File: src/rtl/sync_fifo_pkg.sv
// sync_fifo_pkg: shared constants and helpers for sync_fifo.
// DEFAULT_BW / DEFAULT_LGFLEN defaults; depth() = 1 << lgflen.
package sync_fifo_pkg;

  localparam int DEFAULT_BW     = 2;
  localparam int DEFAULT_LGFLEN = 5;

  function automatic int depth(input int lgflen);
    return 1 << lgflen;
  endfunction

endpackage

File: src/rtl/sync_fifo_mem.sv
// sync_fifo_mem: simple dual-port array, sync write, async read.
// Ports: clk, we/waddr/wdata write port; raddr/rdata read port.
module sync_fifo_mem
  import sync_fifo_pkg::*;
#(
  parameter int BW = DEFAULT_BW,
  parameter int AW = DEFAULT_LGFLEN
) (
  input  logic          clk,
  input  logic          we,
  input  logic [AW-1:0] waddr,
  input  logic [BW-1:0] wdata,
  input  logic [AW-1:0] raddr,
  output logic [BW-1:0] rdata
);

  localparam int DEPTH = depth(AW);

  // Contents are intentionally left unreset.
  logic [BW-1:0] mem [DEPTH];

  always_ff @(posedge clk) begin
    if (we) mem[waddr] <= wdata;
  end

  assign rdata = mem[raddr];

endmodule

File: src/rtl/sync_fifo.sv
// sync_fifo: single-clock first-word-fall-through tag FIFO.
// Ports: S_AXI_ACLK, S_AXI_ARESETN (async low), i_wr/i_data push,
// i_rd pop, o_data head, o_full, o_empty, o_fill occupancy,
// o_err sticky misuse flag (only with SYNC_FIFO_ERR_EN).
module sync_fifo
  import sync_fifo_pkg::*;
#(
  parameter int BW     = DEFAULT_BW,
  parameter int LGFLEN = DEFAULT_LGFLEN
) (
  input  logic            S_AXI_ACLK,
  input  logic            S_AXI_ARESETN,
  input  logic            i_wr,
  input  logic [BW-1:0]   i_data,
  input  logic            i_rd,
  output logic [BW-1:0]   o_data,
  output logic            o_full,
  output logic            o_empty,
  output logic [LGFLEN:0] o_fill
`ifdef SYNC_FIFO_ERR_EN
  ,
  output logic            o_err
`endif
);

  localparam logic [LGFLEN:0] ONE =
    {{LGFLEN{1'b0}}, 1'b1};

  logic [LGFLEN:0] wptr;
  logic [LGFLEN:0] rptr;
  logic [LGFLEN:0] fill;
  logic [BW-1:0]   rdata;
  logic            w;
  logic            r;

  // A push while full rides on a same-cycle pop.
  assign w = i_wr && (!o_full || i_rd);
  assign r = i_rd && !o_empty;

  always_ff @(posedge S_AXI_ACLK or negedge S_AXI_ARESETN) begin
    if (!S_AXI_ARESETN) begin
      wptr <= '0;
      rptr <= '0;
      fill <= '0;
    end else begin
      if (w) wptr <= wptr + ONE;
      if (r) rptr <= rptr + ONE;
      if (w && !r)      fill <= fill + ONE;
      else if (r && !w) fill <= fill - ONE;
    end
  end

  sync_fifo_mem #(
    .BW (BW),
    .AW (LGFLEN)
  ) u_mem (
    .clk   (S_AXI_ACLK),
    .we    (w),
    .waddr (wptr[LGFLEN-1:0]),
    .wdata (i_data),
    .raddr (rptr[LGFLEN-1:0]),
    .rdata (rdata)
  );

  // Pointer MSBs only disambiguate wrap; the array needs the low bits.
  logic unused_ptr_msb;
  assign unused_ptr_msb = ^{wptr[LGFLEN], rptr[LGFLEN]};

  // Full means fill == 2^LGFLEN, i.e. only the MSB set.
  assign o_full  = fill[LGFLEN];
  assign o_empty = (fill == '0);
  assign o_fill  = fill;
  assign o_data  = o_empty ? '0 : rdata;

`ifdef SYNC_FIFO_ERR_EN
  always_ff @(posedge S_AXI_ACLK or negedge S_AXI_ARESETN) begin
    if (!S_AXI_ARESETN) begin
      o_err <= 1'b0;
    end else if ((i_wr && o_full && !i_rd) ||
                 (i_rd && o_empty)) begin
      o_err <= 1'b1;
    end
  end
`endif

endmodule

File: config.mk
export PLATFORM = sky130hd
export DESIGN_NAME = sync_fifo
export DESIGN_NICKNAME = d
export VERILOG_FILES = /design/src/rtl/sync_fifo_pkg.sv /design/src/rtl/sync_fifo_mem.sv /design/src/rtl/sync_fifo.sv
export SDC_FILE = /design/constraint.sdc
export NUM_CORES = 1
export LEC_CHECK = 0
export BUFFER_PORTS_ARGS = -buffer_cell sky130_fd_sc_hd__buf_4
export CAP_MARGIN = 10
export CORE_MARGIN = 4
export CORE_UTILIZATION = 35
export CTS_BUF_LIST = sky130_fd_sc_hd__clkbuf_8
export DETAILED_ROUTE_END_ITERATION = 12
export GPL_TIMING_DRIVEN = 0
export SYNTH_ARGS = -nofsm -noshare
export SYNTH_HDL_FRONTEND = slang
export SYNTH_SLANG_ARGS = --single-unit
File: constraint.sdc
create_clock -name S_AXI_ACLK -period 3.16 [get_ports S_AXI_ACLK]
set_input_delay 0.158 -clock S_AXI_ACLK [delete_from_list [all_inputs] [get_ports S_AXI_ACLK]]
set_output_delay 0.158 -clock S_AXI_ACLK [all_outputs]
set_load 0.05 [all_outputs]
# Word-level counts from Yosys, hierarchy flattened
# Memories as Yosys holds them, arrays and structs flattened.
# Cells that the tools add are included.
dict set report totals {
  ff_bits 18
  ramBits 64
  n_memories 1
}
# memory words width rd rd_clocked_by_memory_dff wr line
set memory_table {}
lappend memory_table {u_mem.mem 32 2 1 0 1 sync_fifo_mem.sv:20} ;# logic [BW-1:0] mem [DEPTH];
dict set report classes {
  addsub 4
  mux 5
  reduce_logical 11
}
# cell count
set ops {}
lappend ops {{6-bit by 1-bit adder with 6-bit output (second input constant)} 3}
lappend ops {{6-bit 2-to-1 mux} 2}
lappend ops {{6-bit logical NOT} 1}
lappend ops {{6-bit by 1-bit subtractor with 6-bit output (second input constant)} 1}
lappend ops {{1-bit logical AND} 4}
lappend ops {{1-bit logical NOT} 4}
lappend ops {{1-bit 2-to-1 mux} 2}
lappend ops {{2-bit 2-to-1 mux} 1}
lappend ops {{2-bit nonzero test} 1}
lappend ops {{1-bit logical OR} 1}

# Depth between registers and ports, before layout
# Gate-level depths: netlist (run 1).
dict set report logic_depth {
  depth_word 7
  ltp_mapped 10
  mapped_depth_nobuf 10
}

# By module
# From an unflattened synthesis (run 1), not the netlist that was laid out.
dict set report hier_totals {
  hier_cells 266
  area_unflattened_um2 3694.8
}
# mod instances cells_each area_each_um2 seq_area_each_um2
set by_module_without_submodules {}
lappend by_module_without_submodules {sync_fifo_mem 1 183 2742.6 1921.8}
lappend by_module_without_submodules {sync_fifo 1 83 952.2 400.4}

# Worst setup path after synthesis (run 1)
# No wires, ideal clock.
dict set report synth_path {
  kind {register to register}
  start {register fill[5] (netlist: o_fill[5])}
  end {register fill[5] (netlist: o_fill[5])}
  setup_ns 0.147
  arrival_ns 2.593
  t_required_ns 3.013
  slack_ns 0.420
  stages_incl_launch_ff 11
  path_buffers 0
  period_less_slack_ns 2.740
  cell_sequence {dfrtp_1 nor2_1 a31oi_1 inv_2 ha_1 inv_1 ha_1 and4b_1 a311oi_1 o311ai_1 xor2_1}
}
dict set report synth_via {
  elab_chain_cells 6
}
# element line
set synth_lines {}
lappend synth_lines {{start: declaration} sync_fifo.sv:31} ;# logic [LGFLEN:0] fill;
lappend synth_lines {{start signal: assignment} sync_fifo.sv:48} ;# if (w && !r) fill <= fill + ONE;
lappend synth_lines {{start signal: assignment} sync_fifo.sv:49} ;# else if (r && !w) fill <= fill - ONE;
lappend synth_lines {{branches (longest 6 deep; another with 6-bit by 1-bit subtractor with 6-bit output)} n/a}
# Several ways; the timed one is not identified. The select of a mux whose other input is x is not followed.
# A chain may end at the register's enable or synchronous reset.

# Final worst setup path (run 1)
# Ends and elaborated chain as after synthesis.

==> metrics.cfg, run 1 <==
[sta]
slew_viol_final=0
rsz0062_at_grt=no
tightestPinTransition_ps=652
finalCritPeriodShare=0.887
setup_violations=0
fin_setup_tns_ps=0
skew_ps=5.99
hold_viol_final=0
finalCriticalPeriod_ps=2800
slew_headroom=0.563
max_freq_mhz=357

[critical_path]
required_ps=3390
cpPeakStageDelay_ps=530
worstPathCellList=nor2_1, a31oi_1, inv_2, ha_1, inv_1, ha_1, and4b_1, a311oi_1, o311ai_1, xor2_1
crit_path_top_delay_cell=a31oi_1
reg2reg_depth=10
crit_arrival_ps=3030
worstSetupPathType=register to register
cpMostUsedCell=ha_1
start_kind=register
endpoint_kind=register
crit_fanout=7

[floorplanning]
coreArea_um2=9910
die_width_um=110
rows=36
start_util=0.365
die_h_um=110
die-area_um2=12000
ios=16

[drt]
route.detailed.drc=0
wire_per_inst_um=16.8
ant_nets=0
via_per_inst=4.98
first_pass_iters=4
wl_mm=6.82
num_vias=2021
drt-initial-drc-count=116

[power]
leakagePower_nw=1.47
finalPower_mw=3.96
powerDensity_nw_per_um2=957
ir_worst_vdd_mv=0.356

[yosys]
yosys.cell_count.top_type=edfxtp_1
avgSynthCellArea_um2=15.0
yosys.cell_types.count=44
synth_edf_count=64
ys.flop_type=edfxtp_1
synth_commonest_cells=edfxtp_1, nor2_1, dfrtp_1, nand2_1, mux4_2
synth_nets=258
async_flop_share=0.200
ys_seq_area_frac=0.642
yosysTopAreaCellShare=0.531
synth_area_leaders=edfxtp_1, dfrtp_1, mux4_2
synth_seq_cells=80
yosysWarnings=0
yosysTopAreaCell=edfxtp_1
synth_area_um2=3620
synthCells=241

[clocking]
clkLatencyLatePin_ps=360
clk_pin_slew_worst_paths_ps=80
cts_sinks=80
cts_hold_buf=1
ctsRootBufferMaster=clkbuf_8
clk_path_buf_depth=2
cts_setup_buffers=0
h-tree-depth=3
cts_tree=built
cts_resized=0
cts_made_buffers=9

[final_layout]
final_cells=406
num_antenna_cells=0
drive_gt1_frac=0.187
nets=285
syn2layout_area_growth_pct=14.5

[global_routing]
grt_use_met3=0.0229
grt.busiest_layer=met2
grt_usage=0.126
antenna_found_initial=0
gr-total-overflow=0
grt_pass1_wl_mm=11.1
grtUsageMet1=0.160
use_met2=0.206
grt_start_max_net_pins=33
grt_pass1_vias=2048

[outcome]
outcome=finished clean

[place]
numPortBuffers=15
hpwl_mm=4.62
dp_cells=389
gp_congestion=0.748

[min_path]
hp-class=input port to async pin

[flow_run]
drv_cap=0

## per-stage QoR
step           utilization  hold slack (ps)  area [um2]  worst slack, ps
6_report             0.418              202        4140              356
5_1_grt              0.418              205        4140              178
3_3_place_gp         0.393             35.3        3900              420
3_5_place_dp         0.393             36.5        3900              386
4_1_cts              0.418              189        4140              368
2_1_floorplan            -             -138        3620              420
## cell usage in the layout (no fill, tap or decap), types with 2 or more instances in the layout
cell / synthesis / routed
buf_2: 3 / 3
o21ai_1: 5 / 5
o22ai_1: 2 / 2
mux2i_1: 6 / 6
nand3_1: 2 / 2
bufinv_16: 0 / 3
o311ai_0: 2 / 2
clkinv_1: 0 / 2
xnor2_1: 8 / 8
nand2_1: 16 / 16
mux4_1: 5 / 5
clkbuf_1: 2 / 2
or3b_1: 2 / 2
dfrtp_1: 16 / 16
mux4_2: 11 / 11
buf_4: 1 / 16
ha_1: 10 / 10
nor2_1: 37 / 37
buf_1: 3 / 3
nand4_1: 4 / 4
o2bb2ai_1: 2 / 2
nand3b_1: 3 / 3
buf_6: 2 / 2
clkbuf_8: 0 / 9
xor2_1: 3 / 3
inv_1: 9 / 9
mux2_2: 2 / 2
nor4_1: 2 / 2
inv_2: 2 / 2
edfxtp_1: 64 / 64
## kinds of logic after synthesis
family | share of synthesized area
DFF | 0.642
and+or+nand+nor | 0.0875
muxes | 0.131
AOI/OAI and AO/OA | 0.0439
buffers and inverters | 0.0291
xor gates and xnor gates | 0.0266
adders and majority gates | 0.0401
## routing by layer
layer	share of wire	wire length, um	vias to the layer above
met5	0	0	-
met4	0.026	176	0
met3	0.021	146	15
met2	0.51	3480	27
met1	0.44	3020	1014
li1	-	-	965
## area by class of cell
class	count	area (um2)
fill	910	5770
inverter	11	41.3
sequential	80	2320
buffer	11	63.8
clock inverter	7	110
timing repair buffer	16	123
multi-input combinational	139	1190
tap	133	166
clock buffer	9	124
## critical path: cells and delay by family (launching register included)
kind	cells	cell delay (ps)
xor+xnor	1	170
fa+ha+maj	2	610
compound gates	3	930
simple gates	2	280
flops	1	450
buf+inv	2	230
## registers in the layout, indices dropped and copies added, names as in the netlist
| register | count |
|---|---|
| u_mem.mem | 64 |
| rptr | 5 |
| wptr | 5 |
| o_fill | 6 |
## final timing paths
check                                    from                to  slack, ps
worst min register to register        rptr[4]           rptr[4]        530
worst min-delay path            S_AXI_ARESETN         o_fill[5]        200
worst max-delay path                o_fill[5]         o_fill[5]        360
worst max register to register      o_fill[5]         o_fill[5]        360
max in group asynchronous       S_AXI_ARESETN           wptr[3]       2770
min in group S_AXI_ACLK             i_data[0]  u_mem.mem[19][0]        210
## where the power goes
part | internal [mW] | total, mW | leakage (nW) | switching (mW)
registers | 1.29 | 1.39 | 0.767 | 0.107
clock network | 0.518 | 0.884 | 0.114 | 0.366
logic | 0.674 | 1.69 | 0.584 | 1.01
total | 2.48 | 3.96 | 1.47 | 1.48
Note: power is estimated with default switching activity, not from simulation.
==> inputs of run 2 (changes only) <==
--- a/config.mk
+++ b/config.mk
@@ -7,11 +7,15 @@
 export LEC_CHECK = 0
 export BUFFER_PORTS_ARGS = -buffer_cell sky130_fd_sc_hd__buf_4
 export CAP_MARGIN = 10
+export CELL_PAD_IN_SITES_DETAIL_PLACEMENT = 1
+export CELL_PAD_IN_SITES_GLOBAL_PLACEMENT = 1
 export CORE_MARGIN = 4
 export CORE_UTILIZATION = 35
 export CTS_BUF_LIST = sky130_fd_sc_hd__clkbuf_8
 export DETAILED_ROUTE_END_ITERATION = 12
 export GPL_TIMING_DRIVEN = 0
+export PLACE_DENSITY_LB_ADDON = 0.1
 export SYNTH_ARGS = -nofsm -noshare
 export SYNTH_HDL_FRONTEND = slang
+export SYNTH_HIERARCHICAL = 1
 export SYNTH_SLANG_ARGS = --single-unit
==> run 2 against run 1 <==
  * Global-route usage grew 1.5 points
  * Register-to-register slack lost 40 ps
  * Die area grew 2.0%
  * Cell area grew 0.63%
  * Synthesized cell count grew 10%
  * Clock skew grew 7.9 ps
  * Non-clock buffer count is the same
==> metrics.cfg, run 2 <==
[outcome]
outcome=finished clean

[final_layout]
n_fill_cell=1101
syn2layout_area_growth_pct=12.8
regMostFlops=u_mem/mem
nets=307
largest_reg_flops=64
drive_gt1_frac=0.174
num_antenna_cells=0
multi_input_area_um2=1260
regArea_um2=2320
final_common_cell=edfxtp_1
final_cell_mix=edfxtp_1, nor2_1, mux2i_1

[drt]
wl_mm=8.14
num_vias=2204
met2WireLength_mm=4.13
first_pass_iters=4
via_per_inst=5.08
ant_nets=0
drt-initial-drc-count=104
wl_met1_mm=3.82
wire_per_inst_um=18.8
wl_met3_um=109
route.detailed.drc=0
top_layer_used=met4

[clocking]
clkLatencyLatePin_ps=340
clk_pin_slew_worst_paths_ps=90
ctsRootBufferMaster=clkbuf_8
cts_setup_buffers=0
cts_tree=built
h-tree-depth=3
cts_made_buffers=9
cts_sinks=80
clk_path_buf_depth=2

[critical_path]
worstSetupPathType=register to register
timing.rr.end=o_fill[5]
cp_num_buf_inv=1
reg2reg_depth=10
rrSetupSlack_ps=310
cpPeakStageDelay_ps=500
start_kind=register
crit_arrival_ps=3080
rr_startpoint=o_fill[0]
crit_path_top_delay_cell=dfrtp_1
cp_top_family=simple AND/OR/NAND/NOR gates
endpoint_kind=register
worstPathCellList=nor4_2, nand2_2, nand2_2, ha_1, inv_1, ha_1, a211oi_4, or3b_1, nand4_1, a221o_1
required_ps=3390
crit_fanout=7

[floorplanning]
die_h_um=111
coreArea_um2=10300
rows=37
start_util=0.358
die_width_um=111
die-area_um2=12300
ios=16

[yosys]
ys.flop_type=edfxtp_1
synth_nets=280
yosysTopAreaCellShare=0.520
synth_seq_cells=80
synth_commonest_cells=edfxtp_1, nor2_1, mux2i_1, dfrtp_1, a22oi_1
synth_area_um2=3690
yosys.cell_count.top_type=edfxtp_1
yosys.cell_types.count=47
synth_area_leaders=edfxtp_1, dfrtp_1, mux2i_1
synthCells=266
async_flop_share=0.200
avgSynthCellArea_um2=13.9
synth_edf_count=64
yosysTopAreaCell=edfxtp_1
yosysWarnings=6
ys_seq_area_frac=0.629

[power]
ir_worst_vdd_mv=0.535
leakagePower_nw=1.51
powerDensity_nw_per_um2=956

[place]
hpwl_mm=5.50
gp_congestion=0.751
pre_cts_slack_ps=262
numPortBuffers=15

[sta]
max_freq_mhz=351
finalCritPeriodShare=0.901
slew_viol_final=0
finalCriticalPeriod_ps=2850
tightestPinTransition_ps=620
worst_slack_ps=312
skew_ps=13.9
hold_viol_final=0
slew_headroom=0.586
setup_violations=0
rsz0062_at_grt=no
fin_setup_tns_ps=0

[min_path]
hp-class=input port to register
worstHoldEndpoint=rptr[4]
worst_hold_startpoint=i_rd
min_path_cells=3

[global_routing]
grt_pass1_wl_mm=13.3
grt_usage=0.141
grt_pass1_vias=2394
antenna_found_initial=0
gr-total-overflow=0
grt_start_max_net_pins=33

[flow_run]
drv_cap=0

## run 2: cell types whose count changed after synthesis, moves of 4 or more
cell / change
mux4_1: -5
mux2i_1: +26
mux4_2: -11
a22oi_1: +14
o21ai_1: -5
inv_1: -6
nand2_1: -5
a21oi_1: +4
## run 2: worst register-to-register path, delay by kind of cell, from the launching register on
family	cells	cell delay, ps
fa+ha+maj	2	580
flops	1	500
compound gates	2	560
simple gates	5	950
buf+inv	1	140
## run 2: per-stage QoR
step / area (um2) / utilization / cells / power, mW / hold WS [ps]
global placement: 3980 / 0.385 / 417 / 3.31 / 46.3
detailed placement: 3980 / 0.385 / 417 / 3.34 / 40.2
CTS: 4170 / 0.404 / 434 / 4.05 / 99.8
floorplan: 3690 / - / 266 / 2.82 / -138
global route: 4170 / 0.404 / 434 / 4.28 / 95.6
finish: 4170 / 0.404 / 434 / 3.98 / 120
## run 2: cell families (layout without fill, tap and decap cells)
kind of cell             after synthesis  in the layout  share of synthesized area
AO/OA/AOI/OAI                         35             35                     0.0725
XOR/XNOR                              12             12                     0.0284
adder cells (fa/ha/maj)                8              8                     0.0291
buffers and inverters                 14             46                     0.0295
flip-flops                            80             80                      0.629
multiplexers                          35             35                     0.0958
AND/OR/NAND/NOR                       82             82                      0.116
## run 2: layout make-up
type | instances | share of cell area
inverter | 3 | 0.00270
tap | 136 | 0.0408
clock inverter | 7 | 0.0132
buffer | 11 | 0.0234
timing repair buffer | 16 | 0.0294
clock buffer | 9 | 0.0297
multi-input combinational | 172 | 0.303
sequential | 80 | 0.557
## run 2: power by group
part / total, mW / switching [mW] / internal (mW)
clock network: 0.693 / 0.400 / 0.292
registers: 1.51 / 0.218 / 1.29
logic: 1.78 / 1.06 / 0.725
total: 3.98 / 1.68 / 2.31
## run 2: worst max path at each step
| stage | startpoint | endpoint | cells past startpoint |
|---|---|---|---|
| 6_report | o_fill[0] | o_fill[5] | 10 |
| 5_1_grt | o_fill[0] | o_fill[5] | 10 |
| 2_1_floorplan | o_fill[0] | o_fill[5] | 10 |
| 3_3_place_gp | o_fill[0] | o_fill[5] | 10 |
| 3_5_place_dp | o_fill[0] | o_fill[5] | 10 |
| 4_1_cts | o_fill[0] | o_fill[5] | 10 |
## run 2: routing by layer
layer | up-vias | track usage
met5 | - | 0
met4 | 0 | 0.0369
met1 | 1136 | 0.182
li1 | 1048 | -
met2 | 14 | 0.242
met3 | 6 | 0.0289
## run 2: what timing repair did
item / in CTS / in global routing
hold buffers: 1 / 0
gates resized for setup: 0 / 0
endpoints found under the hold margin: 16 / 0
==> inputs of run 3 (changes only) <==
--- a/config.mk
+++ b/config.mk
@@ -5,12 +5,13 @@
 export SDC_FILE = /design/constraint.sdc
 export NUM_CORES = 1
 export LEC_CHECK = 0
-export BUFFER_PORTS_ARGS = -buffer_cell sky130_fd_sc_hd__buf_4
+export ABC_CLOCK_PERIOD_IN_PS = 3160
+export BUFFER_PORTS_ARGS = -buffer_cell sky130_fd_sc_hd__buf_2
 export CAP_MARGIN = 10
 export CELL_PAD_IN_SITES_DETAIL_PLACEMENT = 1
 export CELL_PAD_IN_SITES_GLOBAL_PLACEMENT = 1
 export CORE_MARGIN = 4
-export CORE_UTILIZATION = 35
+export CORE_UTILIZATION = 53
 export CTS_BUF_LIST = sky130_fd_sc_hd__clkbuf_8
 export DETAILED_ROUTE_END_ITERATION = 12
 export GPL_TIMING_DRIVEN = 0
==> run 3 against run 2 <==
  * Die area decreased by 32%
  * Combinational power is 2% lower
  * Final cell count shrank 9.2%
  * Sequential share of layout area is 0.18 points higher
  * Hold slack better by 14 ps
  * Setup slack better by 9.6 ps
==> metrics.cfg, run 3 (synthesis results as in run 2) <==
[outcome]
outcome=finished clean

[critical_path]
crit_arrival_ps=3070
required_ps=3390
cpPeakStageDelay_ps=500
cp_num_buf_inv=1
worst-path-stages=10
cp_top_family=simple AND/OR/NAND/NOR gates
start_kind=register
endpoint_kind=register
crit_path_top_delay_cell=dfrtp_1
rrSetupSlack_ps=320
timing.rr.end=o_fill[5]
crit_fanout=7
worstPathCellList=nor4_2, nand2_2, nand2_2, ha_1, inv_1, ha_1, a211oi_4, or3b_1, nand4_1, a221o_1
worstSetupPathType=register to register
crit_start=o_fill[0]
critical_path.endpoint=o_fill[5]
reg2reg_depth=10
rr_startpoint=o_fill[0]

[clocking]
cts_tree=built
clk_pin_slew_worst_paths_ps=90
cts_made_buffers=9
clkLatencyLatePin_ps=340
cts_sinks=80
h-tree-depth=3
ctsRootBufferMaster=clkbuf_8
clk_path_buf_depth=2

[global_routing]
grt_usage=0.199
gr-total-overflow=0
grt_pass1_wl_mm=12.6
grt_pass1_vias=2410
grt_start_max_net_pins=33
antenna_found_initial=0

[final_layout]
regMostFlops=u_mem/mem
n_fill_cell=670
final_util=0.611
syn2layout_area_growth_pct=12.4
nets=307
drive_gt1_frac=0.174
final_common_cell=edfxtp_1
final_cell_mix=edfxtp_1, nor2_1, mux2i_1
largest_reg_flops=64
num_antenna_cells=0

[power]
finalPower_mw=4.18
leakagePower_nw=1.53
powerDensity_nw_per_um2=1010
ir_worst_vdd_mv=0.620

[drt]
ant_nets=0
first_pass_iters=4
wire_per_inst_um=19.9
wl_mm=7.83
route.detailed.drc=0
drt-initial-drc-count=95
via_per_inst=5.66
num_vias=2232

[sta]
finalCriticalPeriod_ps=2840
tightestPinTransition_ps=560
slew_headroom=0.626
finalCritPeriodShare=0.898
fin_setup_tns_ps=0
slew_viol_final=0
max_freq_mhz=352
skew_ps=6.70
rsz0062_at_grt=no
hold_viol_final=0
setup_violations=0

[floorplanning]
rows=30
die_width_um=91.5
start_util=0.544
die-area_um2=8370
die_h_um=91.5
ios=16
coreArea_um2=6790

[place]
gp_congestion=0.717
hpwl_mm=5.28
numPortBuffers=15

[flow_run]
drv_cap=0

[min_path]
hp-class=input port to register
min_path_cells=3

[run 3: cell count changes in the layout (fill, tap and decap cells not counted), sizes merged]
cell,change
clkinvlp,-1
bufinv,+3
clkbuf,+1
inv,-1
clkinv,-2
[run 3: report_power, final]
group	switching, mW	leakage, nW	total [mW]	internal, mW
sequential	0.222	0.766	1.51	1.29
clock	0.376	0.123	0.927	0.550
combinational	1.06	0.645	1.74	0.678
total	1.66	1.53	4.18	2.52
[run 3: layer usage]
layer | wire (um) | track usage
met5 | 0 | 0
met4 | 100 | 0.0553
met3 | 270 | 0.0456
met2 | 4070 | 0.344
met1 | 3390 | 0.249
[run 3: metrics by stage]
stage | hold slack (ps) | worst slack (ps) | cells | cell area, um2
detailed placement | 105 | 325 | 377 | 3890
finish | 134 | 322 | 394 | 4150
CTS | 119 | 292 | 394 | 4150
global placement | 104 | 374 | 377 | 3890
global route | 124 | 72.3 | 394 | 4150
floorplan | -138 | 424 | 266 | 3690
[run 3: worst min-delay path by stage]
stage                      endpoint  slack [ps]          start
after floorplan           o_fill[0]        -140  S_AXI_ARESETN
after CTS                   rptr[2]         120           i_rd
final                       rptr[2]         130           i_rd
after global placement      rptr[3]         100  S_AXI_ARESETN
after detailed placement    rptr[3]         100  S_AXI_ARESETN
after global routing        rptr[2]         120           i_rd
[run 3: worst register-to-register path: cells and delay by family (launching register included)]
| family | cells | cell delay, ps |
|---|---|---|
| fa+ha+maj | 2 | 610 |
| flops | 1 | 500 |
| buf+inv | 1 | 150 |
| simple gates | 5 | 910 |
| compound gates | 2 | 570 |
[run 3: repair_timing]
action                                 4_1_cts  5_1_grt
gates resized for setup                      0        0
buffers inserted                             0        0
hold buffers                                 1        0
endpoints found under the hold margin       16        0
[run 3: area by class of cell]
| cell class | count | area [um2] | share of cell area |
|---|---|---|---|
| Clock buffer | 10 | 138 | 0.0331 |
| Buffer | 11 | 97.6 | 0.0235 |
| Multi-Input combinational cell | 172 | 1260 | 0.304 |
| Tap cell | 96 | 120 | 0.0289 |
| Timing Repair Buffer | 16 | 85.1 | 0.0205 |
| Inverter | 3 | 11.3 | 0.00271 |
| Clock inverter | 6 | 115 | 0.0277 |
| Sequential cell | 80 | 2320 | 0.559 |
